--- src/rtl/eau_seq_if.sv ---
// Handshake and strobe bundle between the exchange-unit sequencer and its
// surroundings: CPU request side, byte producer/consumer and exchange unit.
interface eau_seq_if;
    logic       i_start;
    logic       i_dir;
    logic       i_dv;
    logic       i_dr;
    logic       o_busy;
    logic       o_done;
    logic       o_err;
    logic       o_di;
    logic       o_ai;
    logic       o_ls;
    logic       o_hs;
    logic       o_ao;
    logic       o_do;
    logic [2:0] o_state;

    modport master (
        output i_start, i_dir, i_dv, i_dr,
        input  o_busy, o_done, o_err, o_di, o_ai, o_ls, o_hs, o_ao, o_do, o_state
    );

    modport slave (
        input  i_start, i_dir, i_dv, i_dr,
        output o_busy, o_done, o_err, o_di, o_ai, o_ls, o_hs, o_ao, o_do, o_state
    );
endinterface

--- src/rtl/eau_seq.sv ---
// Strobe sequencer for the 16-bit/8-bit exchange unit: two-byte assembly
// (data to address) or split (address to data), with handshake timeout.
module eau_seq #(
    parameter int DRIVE_CYCLES = 1,
    parameter int TIMEOUT      = 255,
    parameter int TW           = 8
) (
    input  logic       clk,
    input  logic       rst,
    eau_seq_if.slave   bus
);
    localparam int DW = (DRIVE_CYCLES > 1) ? $clog2(DRIVE_CYCLES) : 1;

    typedef enum logic [2:0] {
        S_IDLE    = 3'd0,
        S_LOAD_LO = 3'd1,
        S_LOAD_HI = 3'd2,
        S_DRIVE   = 3'd3,
        S_CAPTURE = 3'd4,
        S_EMIT_LO = 3'd5,
        S_EMIT_HI = 3'd6
    } state_t;

    state_t          r_state;
    state_t          w_next;
    logic [TW-1:0]   r_wait;
    logic [TW-1:0]   w_wait_next;
    logic [TW-1:0]   w_wait_inc;
    logic [DW-1:0]   r_drv;
    logic [DW-1:0]   w_drv_next;
    logic            r_busy;
    logic            r_done;
    logic            r_err;
    logic            w_done_next;
    logic            w_err_next;
    logic            w_waiting;
    logic            w_hsk;
    logic            w_di;
    logic            w_ai;
    logic            w_ls;
    logic            w_hs;
    logic            w_ao;
    logic            w_do;

    always_comb begin
        w_next      = r_state;
        w_done_next = 1'b0;
        w_err_next  = 1'b0;
        w_drv_next  = '0;
        w_waiting   = 1'b0;
        w_hsk       = 1'b0;
        w_di        = 1'b0;
        w_ai        = 1'b0;
        w_ls        = 1'b0;
        w_hs        = 1'b0;
        w_ao        = 1'b0;
        w_do        = 1'b0;
        w_wait_inc  = r_wait + TW'(1);
        w_wait_next = '0;

        case (r_state)
            S_IDLE: begin
                if (bus.i_start) begin
                    w_next = bus.i_dir ? S_CAPTURE : S_LOAD_LO;
                end
            end
            S_LOAD_LO: begin
                w_di      = 1'b1;
                w_ls      = bus.i_dv;
                w_waiting = 1'b1;
                w_hsk     = bus.i_dv;
                if (bus.i_dv) w_next = S_LOAD_HI;
            end
            S_LOAD_HI: begin
                w_di      = 1'b1;
                w_hs      = bus.i_dv;
                w_waiting = 1'b1;
                w_hsk     = bus.i_dv;
                if (bus.i_dv) w_next = S_DRIVE;
            end
            S_DRIVE: begin
                w_ao = 1'b1;
                if (r_drv == DW'(DRIVE_CYCLES - 1)) begin
                    w_next      = S_IDLE;
                    w_done_next = 1'b1;
                end else begin
                    w_drv_next = r_drv + DW'(1);
                end
            end
            S_CAPTURE: begin
                w_ai   = 1'b1;
                w_ls   = 1'b1;
                w_hs   = 1'b1;
                w_next = S_EMIT_LO;
            end
            // Emit strobes are gated by dr: each emit edge clears the byte.
            S_EMIT_LO: begin
                w_do      = bus.i_dr;
                w_ls      = bus.i_dr;
                w_waiting = 1'b1;
                w_hsk     = bus.i_dr;
                if (bus.i_dr) w_next = S_EMIT_HI;
            end
            S_EMIT_HI: begin
                w_do      = bus.i_dr;
                w_hs      = bus.i_dr;
                w_waiting = 1'b1;
                w_hsk     = bus.i_dr;
                if (bus.i_dr) begin
                    w_next      = S_IDLE;
                    w_done_next = 1'b1;
                end
            end
            default: w_next = S_IDLE;
        endcase

        // A handshake in the limit cycle never reaches here, so it wins.
        if (w_waiting && !w_hsk) begin
            w_wait_next = w_wait_inc;
            if ((TIMEOUT != 0) && (w_wait_inc == TW'(TIMEOUT))) begin
                w_next      = S_IDLE;
                w_err_next  = 1'b1;
                w_wait_next = '0;
            end
        end
    end

    always_ff @(posedge clk) begin
        if (rst) begin
            r_state <= S_IDLE;
            r_wait  <= '0;
            r_drv   <= '0;
            r_busy  <= 1'b0;
            r_done  <= 1'b0;
            r_err   <= 1'b0;
        end else begin
            r_state <= w_next;
            r_wait  <= w_wait_next;
            r_drv   <= w_drv_next;
            r_busy  <= (w_next != S_IDLE);
            r_done  <= w_done_next;
            r_err   <= w_err_next;
        end
    end

    assign bus.o_busy  = r_busy;
    assign bus.o_done  = r_done;
    assign bus.o_err   = r_err;
    assign bus.o_di    = w_di;
    assign bus.o_ai    = w_ai;
    assign bus.o_ls    = w_ls;
    assign bus.o_hs    = w_hs;
    assign bus.o_ao    = w_ao;
    assign bus.o_do    = w_do;
    assign bus.o_state = r_state;
endmodule

--- src/flat_wrapper.sv ---
// flat-port wrapper written by rule: the top's interface ports become plain ports
module eau_seq_flat 
#(
    parameter int DRIVE_CYCLES = 1,
    parameter int TIMEOUT      = 255,
    parameter int TW           = 8
)
  (clk, rst, bus_i_start, bus_i_dir, bus_i_dv, bus_i_dr, bus_o_busy, bus_o_done, bus_o_err, bus_o_di, bus_o_ai, bus_o_ls, bus_o_hs, bus_o_ao, bus_o_do, bus_o_state);
  eau_seq_if bus_i ();
  input  logic clk;
  input  logic rst;
  input wire logic [$bits(bus_i.i_start)-1:0] bus_i_start;
  input wire logic [$bits(bus_i.i_dir)-1:0] bus_i_dir;
  input wire logic [$bits(bus_i.i_dv)-1:0] bus_i_dv;
  input wire logic [$bits(bus_i.i_dr)-1:0] bus_i_dr;
  output wire logic [$bits(bus_i.o_busy)-1:0] bus_o_busy;
  output wire logic [$bits(bus_i.o_done)-1:0] bus_o_done;
  output wire logic [$bits(bus_i.o_err)-1:0] bus_o_err;
  output wire logic [$bits(bus_i.o_di)-1:0] bus_o_di;
  output wire logic [$bits(bus_i.o_ai)-1:0] bus_o_ai;
  output wire logic [$bits(bus_i.o_ls)-1:0] bus_o_ls;
  output wire logic [$bits(bus_i.o_hs)-1:0] bus_o_hs;
  output wire logic [$bits(bus_i.o_ao)-1:0] bus_o_ao;
  output wire logic [$bits(bus_i.o_do)-1:0] bus_o_do;
  output wire logic [$bits(bus_i.o_state)-1:0] bus_o_state;
  assign bus_i.i_start = bus_i_start;
  assign bus_i.i_dir = bus_i_dir;
  assign bus_i.i_dv = bus_i_dv;
  assign bus_i.i_dr = bus_i_dr;
  assign bus_o_busy = bus_i.o_busy;
  assign bus_o_done = bus_i.o_done;
  assign bus_o_err = bus_i.o_err;
  assign bus_o_di = bus_i.o_di;
  assign bus_o_ai = bus_i.o_ai;
  assign bus_o_ls = bus_i.o_ls;
  assign bus_o_hs = bus_i.o_hs;
  assign bus_o_ao = bus_i.o_ao;
  assign bus_o_do = bus_i.o_do;
  assign bus_o_state = bus_i.o_state;
  eau_seq #(.DRIVE_CYCLES(DRIVE_CYCLES), .TIMEOUT(TIMEOUT), .TW(TW)) u_core (.clk(clk), .rst(rst), .bus(bus_i));
endmodule
--- config.mk ---
export PLATFORM = sky130hd
export DESIGN_NAME = eau_seq_flat
export DESIGN_NICKNAME = d
export VERILOG_FILES = /design/src/rtl/eau_seq_if.sv /design/src/rtl/eau_seq.sv /design/src/flat_wrapper.sv
export SDC_FILE = /design/constraint.sdc
export NUM_CORES = 1
export LEC_CHECK = 0
export ABC_CLOCK_PERIOD_IN_PS = 2200
export CORE_ASPECT_RATIO = 1.25
export CORE_MARGIN = 8
export CORE_UTILIZATION = 34
export DETAILED_ROUTE_END_ITERATION = 7
export GPL_ROUTABILITY_DRIVEN = 0
export PLACE_DENSITY_LB_ADDON = 0.15
export SLEW_MARGIN = 20
export SYNTH_ARGS = -nofsm -noshare
export SYNTH_HDL_FRONTEND = slang
export SYNTH_SLANG_ARGS = --single-unit
--- constraint.sdc ---
create_clock -name clk -period 2.2 [get_ports clk]
set_input_delay 0.33 -clock clk [delete_from_list [all_inputs] [get_ports clk]]
set_output_delay 0.33 -clock clk [all_outputs]
set_load 0.01 [all_outputs]
==> summary.txt <==
STA
  • Final TNS setup: 0 ns
  • Final worst slack: 0.174 ns
  • Max Freq: 493 MHz
  • Hold WS: between 0.4 and 0.5 ns
  • RSZ-0062 raised after global routing: false
  • Final hold violation count: 0
  • Minimum clock period: between 2 and 2.5 ns
  • Final Cycle Share: roughly 92%
  • Clk_skew: 0.00745 ns
  • Final setup viols: 0
  • Pins over their slew limit: 0
  • Relative slew slack: a little under two thirds
  • Worst Tran Pin Value: between 0.5 and 0.6 ns

Synth
  • Syn Std Cell Area: between 800 and 900 sq um
  • Mux share of post-synthesis cell area: 2.80%
  • Syn_nets: 96
  • Largest family of logic cells by synthesized area: simple AND/OR/NAND/NOR gates
  • Synthesized area per cell: approximately 9.1 sq um
  • Synth Register Bits: 15
  • Synthesis Warnings: 0
  • Post-Synth Adder-Cell Area: between 3 and 4%
  • Xor/xnor cell area share of the yosys netlist: 6.53%
  • Mapped Cells: 88
  • Cell variety after synth: 36
  • Seq/Total Area, Yosys: between 30 and 40%
  • Compound-gate portion of the synthesized area: between 20% and 30%
  • Simple-gate share of the synthesized area: about a quarter

Critical path
  • Worst R2R Path Depth: 5
  • Crit path from: bus_i_dr
  • Nature of the critical path endpoint: output pin
  • Worst endpoint required time: between 1.5 and 2 ns
  • Crit-path max FO: 6
  • Reg2reg start: u_core.r_wait[0]$_SDFF_PP0_
  • Arrival @ worst endpoint: ~1.7 ns
  • Crit path kind: in2out
  • RR Endpoint: u_core.bus.o_err$_SDFF_PP0_
  • R2r setup slk: 0.34 ns
  • Crit path capture: bus_o_ls
  • CP startpoint kind: input pin

Cells and area
  • # diodes: 0
  • Nets: 114
  • Area Growth Syn to Fin: 27.5%
  • Post-route cell area: 1030 sq um
  • Register Area: between 300 and 400 sq um
  • Ratio of cells with drive above 1 in the final layout: between 10% and 20%
  • Area used by multi-input combinational logic: 472 sq um
  • Fillers: 227

Die
  • Initial Utilization: approximately 36%
  • Cell Rows: 19
  • Die area: ~4200 sq um
  • CORE AREA: roughly 2200 sq um
  • Io pins: 18
  • Die W: just under 60 microns
  • DIE HEIGHT: 70.4 microns

Clock network
  • CTS Sinks: 15
  • CTS max path bufs: 2
  • CTS Buf Count: 3
  • Htree depth: 1
  • CTS tree: yes
  • Clock Latency Late Sink: ~0.28 ns
  • Root Buffer: clkbuf_4
  • Worst-path clk slew: ~0.1 ns
  • Hold_buf cts: 0

Run
  • Max Cap Violations: 0

Worst hold path
  • Hold crit path type: reg2reg

Place
  • HPWL Detailed: 1340 microns
  • Dpl cell area: 996 sq um
  • Port Buffers: 17
  • Post-place setup slack: around 0.17 ns

Route
  • DR WL/cell: 12.8 microns
  • Detailed-route DRC error count: 0
  • Post-Route WL: between 1500 and 2000 microns
  • Drt first pass iters: 4
  • Vias per cell: between 5 and 6
  • Post-route ant nets: 0
  • Via count of the routed design: about 690
  • 1st-iter DRT viols: 11

Power and ir drop
  • Power Density: just over 600 nW/um^2
  • Static Leak: 0.330 nW
  • Worst vdd rail ir drop: about 0.00026 V
  • Total power: about 0.00063 W

Global route
  • Total track usage: 9.43%
  • First-pass GRT wire length: between 3000 and 4000 microns
  • Initial antenna violation count: 0
  • Largest net degree at the start of global routing: 15
  • Gr ovfl total: 0
  • Vias in the first global route: about 740

Run status
  • Status: completed
[how the worst min path moves through the flow]
stage / from / end / slack, ns / depth (start not counted)
3_3_place_gp: u_core.r_wait[0]$_SDFF_PP0_ / u_core.r_wait[0]$_SDFF_PP0_ / 0.47 / 1
5_1_grt: u_core.r_wait[0]$_SDFF_PP0_ / u_core.r_wait[0]$_SDFF_PP0_ / 0.53 / 1
2_1_floorplan: rst / u_core.bus.o_err$_SDFF_PP0_ / 0.40 / 1
4_1_cts: u_core.r_wait[0]$_SDFF_PP0_ / u_core.r_wait[0]$_SDFF_PP0_ / 0.50 / 1
6_report: u_core.r_wait[0]$_SDFF_PP0_ / u_core.r_wait[0]$_SDFF_PP0_ / 0.50 / 1
3_5_place_dp: u_core.r_wait[0]$_SDFF_PP0_ / u_core.r_wait[0]$_SDFF_PP0_ / 0.48 / 1
[registers in the layout, indices dropped and copies added, names as in the netlist]
register and cells:
u_core.bus.o_err 1, u_core.r_wait 8, u_core.r_drv 1, u_core.bus.o_done 1, u_core.bus.o_busy 1, u_core.bus.o_state 3
[kinds of logic after synthesis]
| logic type | count (synthesis) |
|---|---|
| fa+ha+maj | 2 |
| mux | 2 |
| compound gates | 19 |
| xor+xnor | 6 |
| buf+inv | 8 |
| simple gates | 35 |
| other cells | 1 |
| flops | 15 |
[metrics by stage]
stage | instances | utilization, %
floorplan | 88 | -
global placement | 132 | 45.0
detailed placement | 132 | 45.0
CTS | 136 | 46.3
global route | 136 | 46.4
finish | 136 | 46.4
[synth_stat cells]
cell type / n / area share, %
xnor2_1: 4 / 4.4
and3b_1: 1 / 1.1
nor2_1: 4 / 1.9
a211oi_1: 3 / 2.8
a31o_2: 1 / 1.1
o21ai_0: 3 / 1.9
nor3b_2: 1 / 1.6
dfxtp_1: 15 / 37
mux2_2: 2 / 2.8
a32oi_1: 1 / 1.1
or3_4: 1 / 1.4
ha_1: 2 / 3.1
inv_1: 4 / 1.9
a2111oi_4: 1 / 3.4
and3_1: 2 / 1.6
xor2_1: 2 / 2.2
o211a_1: 1 / 1.2
o211ai_1: 1 / 0.93
a21oi_1: 3 / 1.9
or3b_2: 1 / 1.1
nand2_1: 4 / 1.9
a211oi_4: 1 / 2.5
nand3_1: 3 / 1.9
nand3_2: 1 / 1.2
a221oi_1: 1 / 1.1
or2_2: 3 / 2.3
nand2b_1: 1 / 0.78
nor3_1: 10 / 6.2
conb_1: 1 / 0.47
o22a_1: 1 / 1.1
and3_2: 1 / 0.93
clkbuf_1: 2 / 0.93
or3_1: 2 / 1.6
a31oi_1: 1 / 0.78
o21ai_1: 1 / 0.62
buf_2: 2 / 1.2
[cell type report]
type | count | share of cell area [%]
clock buffers | 3 | 2.20
clock inverters | 1 | 0.488
inverters | 4 | 1.46
multi-input cells | 65 | 46.0
flip-flops and latches | 15 | 29.5
well taps | 31 | 3.78
repair buffers | 17 | 16.6
[cells in the final DEF, fill, tap and decap left out, types with 4 or more instances in the layout]
master / n
clkdlybuf4s50_1: 17
dfxtp_1: 13
nor3_1: 10
xnor2_1: 4
nor2_1: 4
inv_1: 4
nand2_1: 4
[repair_timing]
action,in CTS,in global routing
endpoints found under the setup margin,0,4
gates resized for setup,0,2
buffers inserted,0,0
[routing by layer]
layer | wire [microns] | GRT usage, % | vias to the layer above | part of all wire [%]
li1 | - | - | 353 | -
met2 | 852 | 16.6 | 11 | 49
met1 | 792 | 9.82 | 323 | 45
met3 | 71 | 2.20 | 2 | 4.1
met4 | 27 | 4.79 | 0 | 1.5
met5 | 0 | 0 | - | 0
[power breakdown]
part | internal, W | switching, W
registers | 0.000287 | 0.0000262
logic | 0.0000916 | 0.0000745
clock network | 0.0000673 | 0.0000878
[critical path: stages]
cell,delay (ns)
clkdlybuf4s50_1,0.55
o21ai_0,0.10
a21oi_1,0.17
clkdlybuf4s50_1,0.55
Note: power is estimated with default switching activity, not from simulation.
